<file path="src/rtl/row_dec_pkg.sv">
// row_dec_pkg: state encoding and counter sizing helper shared by the row decoder
package row_dec_pkg;
   typedef enum logic [1:0] {IDLE, PRE, ACT, DONE} state_t;
   function automatic int max(input int a, input int b);
      return a > b ? a : b;
   endfunction
endpackage

</file>
<file path="src/rtl/row_dec_seq_onehot_dec.sv">
// onehot_dec: enabled address to one-hot row select, all-zero when disabled or out of range
module onehot_dec
   import row_dec_pkg::*;
#(
   parameter int DEPTH = 8,
   localparam int ADDR_W = $clog2(DEPTH)
) (
   input  logic              en,
   input  logic [ADDR_W-1:0] addr,
   output logic [DEPTH-1:0]  sel
);
   always_comb sel = (en && 32'(addr) < DEPTH) ? DEPTH'(1) << addr : '0;
endmodule

</file>
<file path="src/rtl/row_dec_seq.sv">
// row_dec_seq: sequenced precharge-then-activate row decoder with one-hot wordline select
// Optional ROW_DEC_RANGE_CHECK_EN rejects out-of-range rows with an err pulse
module row_dec_seq
   import row_dec_pkg::*;
#(
   parameter int DEPTH = 8,
   parameter int PRE_CYCLES = 1,
   parameter int ACT_CYCLES = 2,
   localparam int ADDR_W = $clog2(DEPTH)
) (
   input  logic              clk,
   input  logic              rst,
   input  logic              req_valid,
   output logic              req_ready,
   input  logic [ADDR_W-1:0] req_addr,
   output logic              pre,
   output logic [DEPTH-1:0]  sel,
   output logic              done,
   output logic              err
);
   localparam int CNT_W = $clog2(max(PRE_CYCLES, ACT_CYCLES) + 1);
   if (DEPTH < 2 || PRE_CYCLES < 1 || ACT_CYCLES < 1) begin : g_param_err
      $error("row_dec_seq: parameter out of range");
   end
   state_t state, state_n;
   logic [ADDR_W-1:0] addr_q, addr_n;
   logic [CNT_W-1:0] cnt, cnt_n;
   logic oob_req;
`ifdef ROW_DEC_RANGE_CHECK_EN
   logic oob_q;
   assign oob_req = 32'(req_addr) >= DEPTH;
   assign oob_q = 32'(addr_q) >= DEPTH;
   assign done = !rst && state == DONE && !oob_q;
   assign err = !rst && state == DONE && oob_q;
`else
   assign oob_req = 1'b0;
   assign done = !rst && state == DONE;
   assign err = 1'b0;
`endif
   assign req_ready = !rst && state == IDLE;
   assign pre = !rst && state == PRE;
   always_comb begin
      state_n = state;
      addr_n = addr_q;
      cnt_n = cnt;
      unique case (state)
         IDLE: if (req_valid) begin
            state_n = oob_req ? DONE : PRE;
            addr_n = req_addr;
            cnt_n = CNT_W'(PRE_CYCLES - 1);
         end
         PRE: begin
            state_n = cnt == '0 ? ACT : PRE;
            cnt_n = cnt == '0 ? CNT_W'(ACT_CYCLES - 1) : cnt - 1'b1;
         end
         ACT: begin
            state_n = cnt == '0 ? DONE : ACT;
            cnt_n = cnt == '0 ? '0 : cnt - 1'b1;
         end
         DONE: state_n = IDLE;
      endcase
   end
   always_ff @(posedge clk) begin
      if (rst) begin
         state <= IDLE;
         addr_q <= '0;
         cnt <= '0;
      end else begin
         state <= state_n;
         addr_q <= addr_n;
         cnt <= cnt_n;
      end
   end
   onehot_dec #(.DEPTH(DEPTH)) u_dec (
      .en(!rst && state == ACT),
      .addr(addr_q),
      .sel(sel)
   );
endmodule

</file>
<file path="config.mk">
export PLATFORM = sky130hd
export DESIGN_NAME = row_dec_seq
export DESIGN_NICKNAME = d
export VERILOG_FILES = /design/src/rtl/row_dec_pkg.sv /design/src/rtl/row_dec_seq_onehot_dec.sv /design/src/rtl/row_dec_seq.sv
export SDC_FILE = /design/constraint.sdc
export NUM_CORES = 1
export LEC_CHECK = 0
export CAP_MARGIN = 20
export CORE_AREA = 2 2 39 41
export CTS_CLUSTER_DIAMETER = 100
export DETAILED_ROUTE_END_ITERATION = 8
export DIE_AREA = 0 0 41 43
export MAX_ROUTING_LAYER = met4
export PLACE_DENSITY = 0.68
export SLEW_MARGIN = 0
export SYNTH_ARGS = -nofsm -noshare
export SYNTH_HDL_FRONTEND = slang
export SYNTH_SLANG_ARGS = --single-unit
</file>
<file path="constraint.sdc">
create_clock -name clk -period 3.4 [get_ports clk]
set_input_delay 0.68 -clock clk [delete_from_list [all_inputs] [get_ports clk]]
set_output_delay 0.68 -clock clk [all_outputs]
set_load 0.05 [all_outputs]
</file>
==> summary.md, run 1 <==
| Metric | Value |
|---|---|
| Status | complete, no violations |
| Post-CTS Resized | 0 |
| Depth of the worst register-to-register path | 5 |
| Die Y-Extent | roughly 43 µm |
| Critical Path Sink Type | output pin |
| Core ar. | between 1000 and 1500 µm² |
| Post-route ant nets | 0 |
| CP max-delay cell | clkdlybuf4s50_1 |
| Share of cells above drive strength 1 | 0.175 |
| GPL Wtd Cong | between 0.8 and 0.9 |
| Die Area | approximately 1800 µm² |
| Slew Viols, Final | 0 |
| CTS Buf Count | 3 |
| Critical path buffers and inverters | 3 |
| Avg Vias per Cell | ~5.2 |
| Lkg Pwr | roughly 0.00029 µW |
| Critical Path RT | approximately 2.7 ns |
| Power per cell area | around 320 nW/µm² |
| Min Tclk post-route | ~2.9 ns |
| Ys Warns | 0 |
| Final period util | 0.842 |
| Fin. Hold Viols | 0 |
| Origin of the worst setup path | rst |
| Worst setup endpoint | sel[5] |
| Critical Setup Path Class | primary input to output pin |
| Hold Crit Start | addr_q[1] |
| Max Clock Freq | approximately 350 MHz |
| Starting Density | 0.347 |
| Number of global-route vias before repair | 404 |
| CP cell instances | clkdlybuf4s50_1 -> buf_4 -> or3b_1 -> nor2_1 -> buf_12 |
| Sequential share of the synthesized area | 0.292 |
| Worst setup SP type | primary input |
| Worst VDD drop | about 250 µV |
| Syn nets | 72 |
| Post-CTS setup buffers | 0 |
| Clk_lat worst skew | 0.25 ns |
| Unrepaired setup endpoints after global routing | false |
| Fin Setup TNS | 0 ns |
| Clk sinks | 7 |
| 1st-pass router iterations | 4 |
| PortBufs | 16 |
| H-tree levels | 1 |
| Flop-to-flop setup slack | 1.83 ns |
| # diodes | 0 |
| Area grow syn2layout | 48.2% |
| Via Count | 495 |
| Mean Syn Cell Area | a little under 8 µm² |
| Die outline width | slightly above 40 µm |
| CP Max Fanout | 10 |
| Crit-path max cell delay | between 0.4 and 0.5 ns |
| Slew @ Worst Pin | between 0.4 and 0.5 ns |
| Hpwl dp | between 800 and 900 µm |
| CTS tree | built |
| Family with the most delay on the worst path | buffers and inverters |
| Worst r2r src | state[0] |
| Drt total wl | ~1.1 mm |
| Number of remaining DRC errors | 0 |
| Critical Path AT | roughly 2.2 ns |
| DR iter-0 viols | 15 |
| FF-to-FF End | cnt[1] |
| Clk_skew | ~0.0012 ns |
| Num ports | 18 |
| Initial antenna violation count | 0 |
| Placement Rows | 14 |
| Hold crit path type | register to register |
| Nets@finish | 92 |
| Max-Cap Viols | 0 |
| Clock-pin slew on the worst setup and hold paths | 0.05 ns |
| Post-CTS Hold Buffers | 0 |
| DP Worst Slack | roughly 0.53 ns |
| Wirelength per Cell | roughly 11 µm |
| Yosys reg bits | 7 |
| Mapped Cells | just over 60 |
| First-pass GRT wire length | about 1.7 mm |
| Post-Syn Area | 480 µm² |
| Setup ws final | ~0.54 ns |
| Cell variety after synth | 23 |
| GRT Total Usage | 0.148 |
| Final setup fails | 0 |
| Clock Path Buffers | 2 |
| Worst rel slew slack | 0.667 |
| Largest net degree at the start of global routing | 11 |
| Root Buffer | clkbuf_4 |
| Grt total ovfl | 0 |
| Critical path depth | 5 |
-- layout by cell type, fill, tap and decap left out, types with 2 or more instances in the layout --
master           instances
nor3_1                   2
buf_4                    5
clkbuf_4                 3
nor2_1                   7
nand2b_1                 3
ha_1                     5
dfxtp_1                  7
clkdlybuf4s50_1          8
inv_1                    2
a21oi_1                  6
o21ai_0                  3
or3b_1                   2
nand3_1                  3
buf_12                   4
nand2_1                  6
nor2b_1                  4
-- per-layer routing --
metal  vias to the layer above  wire [µm]  GRT usage
met1                       224        427      0.137
met5                         -          0          -
met4                         0          8     0.0600
met2                        19        547      0.241
li1                        249          -          -
met3                         3         87     0.0785
-- cells in the mapped netlist, drive strengths merged --
cell type | instances | area share
inv | 2 | 0.016
nand4 | 1 | 0.013
and2b | 1 | 0.016
o211a | 1 | 0.021
nor3 | 3 | 0.042
nand3 | 3 | 0.031
nor2 | 7 | 0.055
ha | 5 | 0.13
o21ai | 3 | 0.031
o311ai | 1 | 0.018
buf | 2 | 0.026
o41ai | 1 | 0.034
a21oi | 6 | 0.063
dfxtp | 7 | 0.29
nand2 | 6 | 0.047
nand2b | 3 | 0.039
nor2b | 4 | 0.052
conb | 1 | 0.0078
nand3b | 1 | 0.016
or3b | 2 | 0.036
nor3b | 1 | 0.016
-- worst min path at each step --
| stage | slack [ns] | depth (start not counted) | endpoint |
|---|---|---|---|
| 2_1_floorplan | 0.45 | 2 | addr_q[1] |
| 3_3_place_gp | 0.46 | 2 | addr_q[1] |
| 3_5_place_dp | 0.47 | 2 | addr_q[1] |
| 4_1_cts | 0.48 | 2 | addr_q[1] |
| 5_1_grt | 0.52 | 2 | addr_q[1] |
| 6_report | 0.47 | 2 | addr_q[1] |
-- report_power, final --
part	leakage, µW	internal, µW	total (µW)	switching, µW
sequential	0.0000572	87.5	95.0	7.46
combinational	0.000223	24.9	60.6	35.7
clock	0.0000150	44.7	75.0	30.2
-- per-stage QoR --
step	area, µm²	std cells	power [µW]	utilization	hold slack (ns)
floorplan	480	61	137	-	0.445
global placement	686	92	157	0.495	0.460
detailed placement	686	92	157	0.495	0.469
CTS	712	96	235	0.514	0.476
global route	712	96	245	0.514	0.519
finish	712	96	231	0.514	0.471
-- layout make-up --
class	instances	area [µm²]
Tap cell	16	20.0
Sequential cell	7	140
Multi-Input combinational cell	50	320
Inverter	2	7.51
Fill cell	134	672
Clock buffer	4	26.3
Timing Repair Buffer	17	198
-- worst reg2reg max path, cell delays in order (launching register included) --
cell and delay, ns:
dfxtp_1 0.44, inv_1 0.13, ha_1 0.29, and2b_1 0.24
nor3_1 0.28, nor3b_1 0.08
-- logic make-up after synthesis --
kind of cell,share of synthesized area
adder cells (fa/ha/maj),0.130
flip-flops,0.292
buffers and inverters,0.0417
AND/OR/NAND/NOR,0.362
other,0.00781
AO/OA/AOI/OAI,0.167
(Power assumes the default switching activity.)
==> run 2: changes to the inputs <==
--- a/config.mk
+++ b/config.mk
@@ -6,12 +6,12 @@
 export NUM_CORES = 1
 export LEC_CHECK = 0
 export CAP_MARGIN = 20
-export CORE_AREA = 2 2 39 41
+export CORE_MARGIN = 2
+export CORE_UTILIZATION = 37
 export CTS_CLUSTER_DIAMETER = 100
 export DETAILED_ROUTE_END_ITERATION = 8
-export DIE_AREA = 0 0 41 43
 export MAX_ROUTING_LAYER = met4
-export PLACE_DENSITY = 0.68
+export PLACE_DENSITY = 0.73
 export SLEW_MARGIN = 0
 export SYNTH_ARGS = -nofsm -noshare
 export SYNTH_HDL_FRONTEND = slang
==> constraint.sdc (replaced) <==
create_clock -name clk -period 2.6 [get_ports clk]
set_input_delay 0.52 -clock clk [delete_from_list [all_inputs] [get_ports clk]]
set_output_delay 0.52 -clock clk [all_outputs]
set_load 0.05 [all_outputs]
==> run 2 against run 1 <==
  * Register-to-register slack got worse by 0.76 ns
  * Clock skew rose by 0.0012 ns
  * Hold slack improved by 0.0030 ns
  * Sequential power rose by 31%
  * Routed wire length rose by 2.5%
  * Cell area rose by 11%
  * Largest power group unchanged
==> summary.md, run 2 (same netlist as run 1, synthesis figures left out) <==
| Metric | Value |
|---|---|
| Num ports | 18 (unchanged) |
| Final std cells w/o fill | 94 (-2.1%) |
| CTS Buf Count | 3 (unchanged) |
| Placement Rows | 12 (-2) |
| Grt total ovfl | 0 (unchanged) |
| PortBufs | 16 (unchanged) |
| Final setup fails | 0 (unchanged) |
| Critical Setup Path Class | register to output pin |
| Min Tclk post-route | about 2.3 ns |
| Critical Path AT | 1.81 ns (-0.37 ns) |
| Clk sinks | 7 (unchanged) |
| Starting Density | 0.416 (+0.0684) |
| CP cell instances | inv_1 -> ha_1 -> or3b_1 -> nor2_1 -> buf_12 |
| Hold Crit Endpoint | addr_q[1] |
| Seq pwr share | 0.396 (-0.016) |
| Initial antenna violation count | 0 (unchanged) |
| Drt total wl | 1.10 mm (+2.5%) |
| Post-CTS setup buffers | 0 (unchanged) |
| GRT Total Usage | 0.178 (+0.0300) |
| Via Count | 477 (-3.6%) |
| Flop-to-flop setup slack | 1.07 ns (-0.76 ns) |
| Core ar. | 1160 µm² (-16%) |
| Max-Cap Viols | 0 (unchanged) |
| Fin. Hold Viols | 0 (unchanged) |
| Nets@finish | 92 (unchanged) |
| Post-CTS Hold Buffers | 0 (unchanged) |
| CP max-delay cell | or3b_1 |
| Max Clock Freq | between 400 and 500 MHz |
| Post-route ant nets | 0 (unchanged) |
| Worst r2r src | state[0] |
| CTS tree | built |
| Number of fill cells | 86 (-36%) |
| Worst VDD drop | 346 µV (+36%) |
| Clk_lat worst skew | 0.25 ns (about the same) |
| Critical Path RT | 2.08 ns (-0.64 ns) |
| Hpwl dp | 875 µm (+5.3%) |
| 1st-pass router iterations | 4 (unchanged) |
| Critical Path Sink Type | output pin |
| Commonest non-fill, non-tap cell in the layout | buf_12 |
| Unrepaired setup endpoints after global routing | false |
| CP Max Fanout | 6 (-4) |
| FF-to-FF End | cnt[0] |
| Cell Int Power | 212 µW (+35%) |
| Depth of the worst register-to-register path | 5 (unchanged) |
| Largest net degree at the start of global routing | 12 (+1) |
| Status | complete, no violations |
| Avg Vias per Cell | 5.07 (-1.6%) |
| Hold-critical path depth | 2 (unchanged) |
| Commonest non-fill, non-tap cells in the layout | 11 x buf_12, 7 x nor2_1, 7 x dfxtp_1 |
| Die Area | 1600 µm² (-9.1%) |
| DR iter-0 viols | 13 (-2) |
| First-pass GRT wire length | 1.84 mm (+9.9%) |
| Clock group share of total power | 0.320 (-0.005) |
| Worst setup SP type | register |
| Area grow syn2layout | 64.3% |
| # diodes | 0 (unchanged) |
| Power per cell area | 395 nW/µm² (+22%) |
| Clk_skew | 0.00235 ns (+0.00119 ns) |
| GPL Wtd Cong | 0.769 (-7.3%) |
| Lkg Pwr | 0.000320 µW (+8.7%) |
| H-tree levels | 1 (unchanged) |
| Clock Path Buffers | 2 (unchanged) |
| Wirelength per Cell | 11.7 µm (+4.7%) |
| Final period util | 0.896 |
| Comb power frac | 0.283 (+0.020) |
| Sw Share | 0.319 (+0.000894) |
| Number of remaining DRC errors | 0 (unchanged) |
| Post-CTS Resized | 0 (unchanged) |
| Die Y-Extent | 40.0 µm (-6.9%) |
| Number of global-route vias before repair | 421 (+4.2%) |
| Share of cells above drive strength 1 | 0.213 (+0.0375) |
| Crit-path max cell delay | 0.44 ns (-0.04 ns) |
| Clock-pin slew on the worst setup and hold paths | 0.05 ns (about the same) |
| Slew Viols, Final | 0 (unchanged) |
| Fin Setup TNS | 0 ns (unchanged) |
| Hold crit path type | register to register |
| Die outline width | 40.0 µm (-2.4%) |
| Hold Crit Start | addr_q[1] |
| Placed cell count | 90 (-2.2%) |
| Net Sw Power | 99.5 µW (+36%) |
| Root Buffer | clkbuf_4 |
## run 2: cell types whose count changed in the layout (fill, tap and decap cells not counted)
cell / delta
buf_12: +7
buf_4: -4
clkdlybuf4s50_1: -3
## run 2: layout make-up
class                   instances  area (µm²)  area share
multi-input cells              50         320       0.406
flip-flops and latches          7         140       0.177
well taps                      14        17.5      0.0222
repair buffers                 17         278       0.352
inverters                       2        7.51     0.00951
clock buffers                   4        26.3      0.0333
## run 2: worst max-delay path by stage
stage | startpoint | to | slack [ns] | depth (start not counted)
finish | state[0] | sel[5] | 0.27 | 5
global route | state[0] | sel[5] | 0.10 | 5
CTS | state[0] | sel[5] | 0.27 | 5
detailed placement | rst | sel[5] | 0.31 | 4
global placement | rst | sel[5] | 0.31 | 4
floorplan | rst | sel[2] | 0.14 | 3
## run 2: stage by stage
stage | hold slack, ns | total power (µW) | setup slack, ns | utilization | cell area (µm²)
finish | 0.475 | 312 | 0.270 | 0.683 | 790
global placement | 0.463 | 212 | 0.310 | 0.660 | 763
floorplan | 0.445 | 179 | 0.141 | - | 480
detailed placement | 0.472 | 213 | 0.309 | 0.660 | 763
CTS | 0.479 | 314 | 0.266 | 0.683 | 790
global route | 0.515 | 332 | 0.104 | 0.683 | 790
## run 2: worst max-delay path: cells and delay by family, from the launching register on
kind          cells  cell delay [ns]
flops             1             0.36
buf+inv           2             0.31
simple gates      2             0.66
fa+ha+maj         1             0.23
## run 2: power by group through the flow
stage | Clock [µW] | Sequential (µW) | Combinational (µW)
after global placement | 0 | 126 | 86.3
final | 99.9 | 124 | 88.3
after detailed placement | 0 | 126 | 87.7
after CTS | 102 | 123 | 88.5
after global routing | 110 | 125 | 96.3
after floorplan | 0 | 124 | 55.3
## run 2: layer usage
layer / GRT usage / wire length (µm)
met1: 0.247 / 507
met2: 0.242 / 525
met3: 0.0389 / 48
met4: 0.0776 / 17
met5: - / 0
==> run 3: changes to the inputs <==
--- a/config.mk
+++ b/config.mk
@@ -5,7 +5,7 @@
 export SDC_FILE = /design/constraint.sdc
 export NUM_CORES = 1
 export LEC_CHECK = 0
-export CAP_MARGIN = 20
+export ABC_CLOCK_PERIOD_IN_PS = 2600
 export CORE_MARGIN = 2
 export CORE_UTILIZATION = 37
 export CTS_CLUSTER_DIAMETER = 100
==> results of run 3 <==
No change in the layout: final DEF, timing and power equal those of run 2.
==> RTL change (settings of run 3) <==
Reset style: asynchronous (`rst`), changed in one clocked block.
--- a/src/rtl/row_dec_seq.sv
+++ b/src/rtl/row_dec_seq.sv
@@ -62,3 +62,3 @@
    end
-   always_ff @(posedge clk) begin
+   always_ff @(posedge clk or posedge rst) begin
       if (rst) begin
Check against the original RTL: same outputs for any inputs over 10 cycles, from zero or initial values and one cycle with rst high; that may be too few to reach the edited logic, so the function may still have changed.
==> RTL change against run 3 <==
- area after synthesis down 0.26%
- worst setup slack worse by 0.027 ns
- wire length is 16% lower
- sequential share of layout area increased by 5.4 points
- sequential cell count unchanged
- via count down 13%
- cell count decreased by 9.6%
- final area is 4.3% lower
Power is not compared: it rests on default switching activity, and its combinational part moved more than twofold at a synthesized area within 25%.
==> RTL change: results (changes against run 3) <==
| Metric | Value |
|---|---|
| Wire length on met2 | `500 µm (-4.8%)` |
| First drt pass iteration count | `3 (-1)` |
| Layout cell share with drive strength beyond 1 | `26.8% (+5.5 points)` |
| Placed Instances | `81 (-10%)` |
| Met1 WL | `384 µm (-24%)` |
| Post-Synth Adder-Cell Area | `13.1% (+0.034 points)` |
| Hold_sp | `cnt[0]$_DFFE_PP0P_` |
| Avg Inst Size Synth | `9.40 µm² (+19%)` |
| DP Wirelength | `784 µm (-10%)` |
| GRT met2 Usage | `28.2% (+4.0 points)` |
| Setup Skew | `0.00827 ns (+0.00591 ns)` |
| Slowest-stage cell, CP | `clkdlybuf4s50_1` |
| Largest net degree at the start of global routing | `9 (-3)` |
| DP Area | `729 µm² (-4.4%)` |
| Critical path arrival | `1.84 ns (+0.03 ns)` |
| Area contributors post-synth | `dfrtp_1, ha_1, mux2_2` |
| Met3 global-route usage | `6.67% (+2.8 points)` |
| First-pass GRT wire length | `1570 µm (-14%)` |
| Max stage delay on crit path | `0.46 ns (+0.02 ns)` |
| GRT Total Usage | `15.6% (-2.2 points)` |
| Via count | `415 (-13%)` |
| Iter 0 DRT Violations | `2 (-11)` |
| Flop2flop setup slack | `0.94 ns (-0.13 ns)` |
| Total of fill cells in the finished design | `82 (-4.7%)` |
| Hold worst-path end | `cnt[0]$_DFFE_PP0P_` |
| I/O Buffers | `16 (unchanged)` |
| Top routing layer in use | `met3` |
| R2r endpoint | `cnt[0]$_DFFE_PP0P_` |
| Compound-gate portion of the synthesized area | `12.0% (-4.7 points)` |
| Post-synthesis mux area share | `7.05% (+7.0 points)` |
| Global-route met1 utilization | `15.5% (-9.1 points)` |
| WL met3 | `36 µm (-25%)` |
| Fmax | `0.424 GHz (-1.1%)` |
| Pre-CTS WS | `0.225 ns (-0.0842 ns)` |
| Seq/Total Area, Yosys | `36.6% (+7.4 points)` |
| Vias in the first global route | `372 (-12%)` |
| Routability cong. | `0.725 (-5.7%)` |
| Worst hold path depth | `1 (-1)` |
| Area growth syn-to-layout | `57.7%` |
| Post-synth ARST share | `100% (+100 points)` |
| Critical path's top delay family | `buffers and inverters` |
| Routed length per instance | `10.8 µm (-7.2%)` |
| Final hold slack | `0.511 ns (+0.0365 ns)` |
| FF-to-FF Start | `state[0]$_DFFE_PP0P_` |
| Nets | `83 (-9.8%)` |
| Status | `finished clean` |
==> RTL change: cell types whose count changed in the layout (fill, tap and decap cells not counted), moves of 3 or more <==
cell,before,now
a21oi_1,6,2
nand2_1,6,2
buf_12,11,8
mux2_2,0,3
buf_4,1,4
dfrtp_1,0,7
dfxtp_1,7,0
==> RTL change: kinds of logic (layout without fill, tap and decap cells) <==
family,count (synthesis),in the layout
compound gates,8,8
fa+ha+maj,5,5
buf+inv,4,24
flops,7,7
mux,3,3
other cells,1,1
simple gates,23,23
==> RTL change: layout make-up <==
type | count | area share, %
inverter | 3 | 1.49
sequential | 7 | 23.2
tap | 14 | 2.32
multi-input combinational | 40 | 37.7
clock buffer | 4 | 3.48
timing repair buffer | 17 | 31.8
==> RTL change: where the power goes <==
part	leakage [nW]	internal (mW)	total [mW]	switching, mW
Combinational	0.246	0.162	0.354	0.192
Sequential	0.0868	0.154	0.206	0.0523
Clock	0.0150	0.0585	0.0965	0.0381
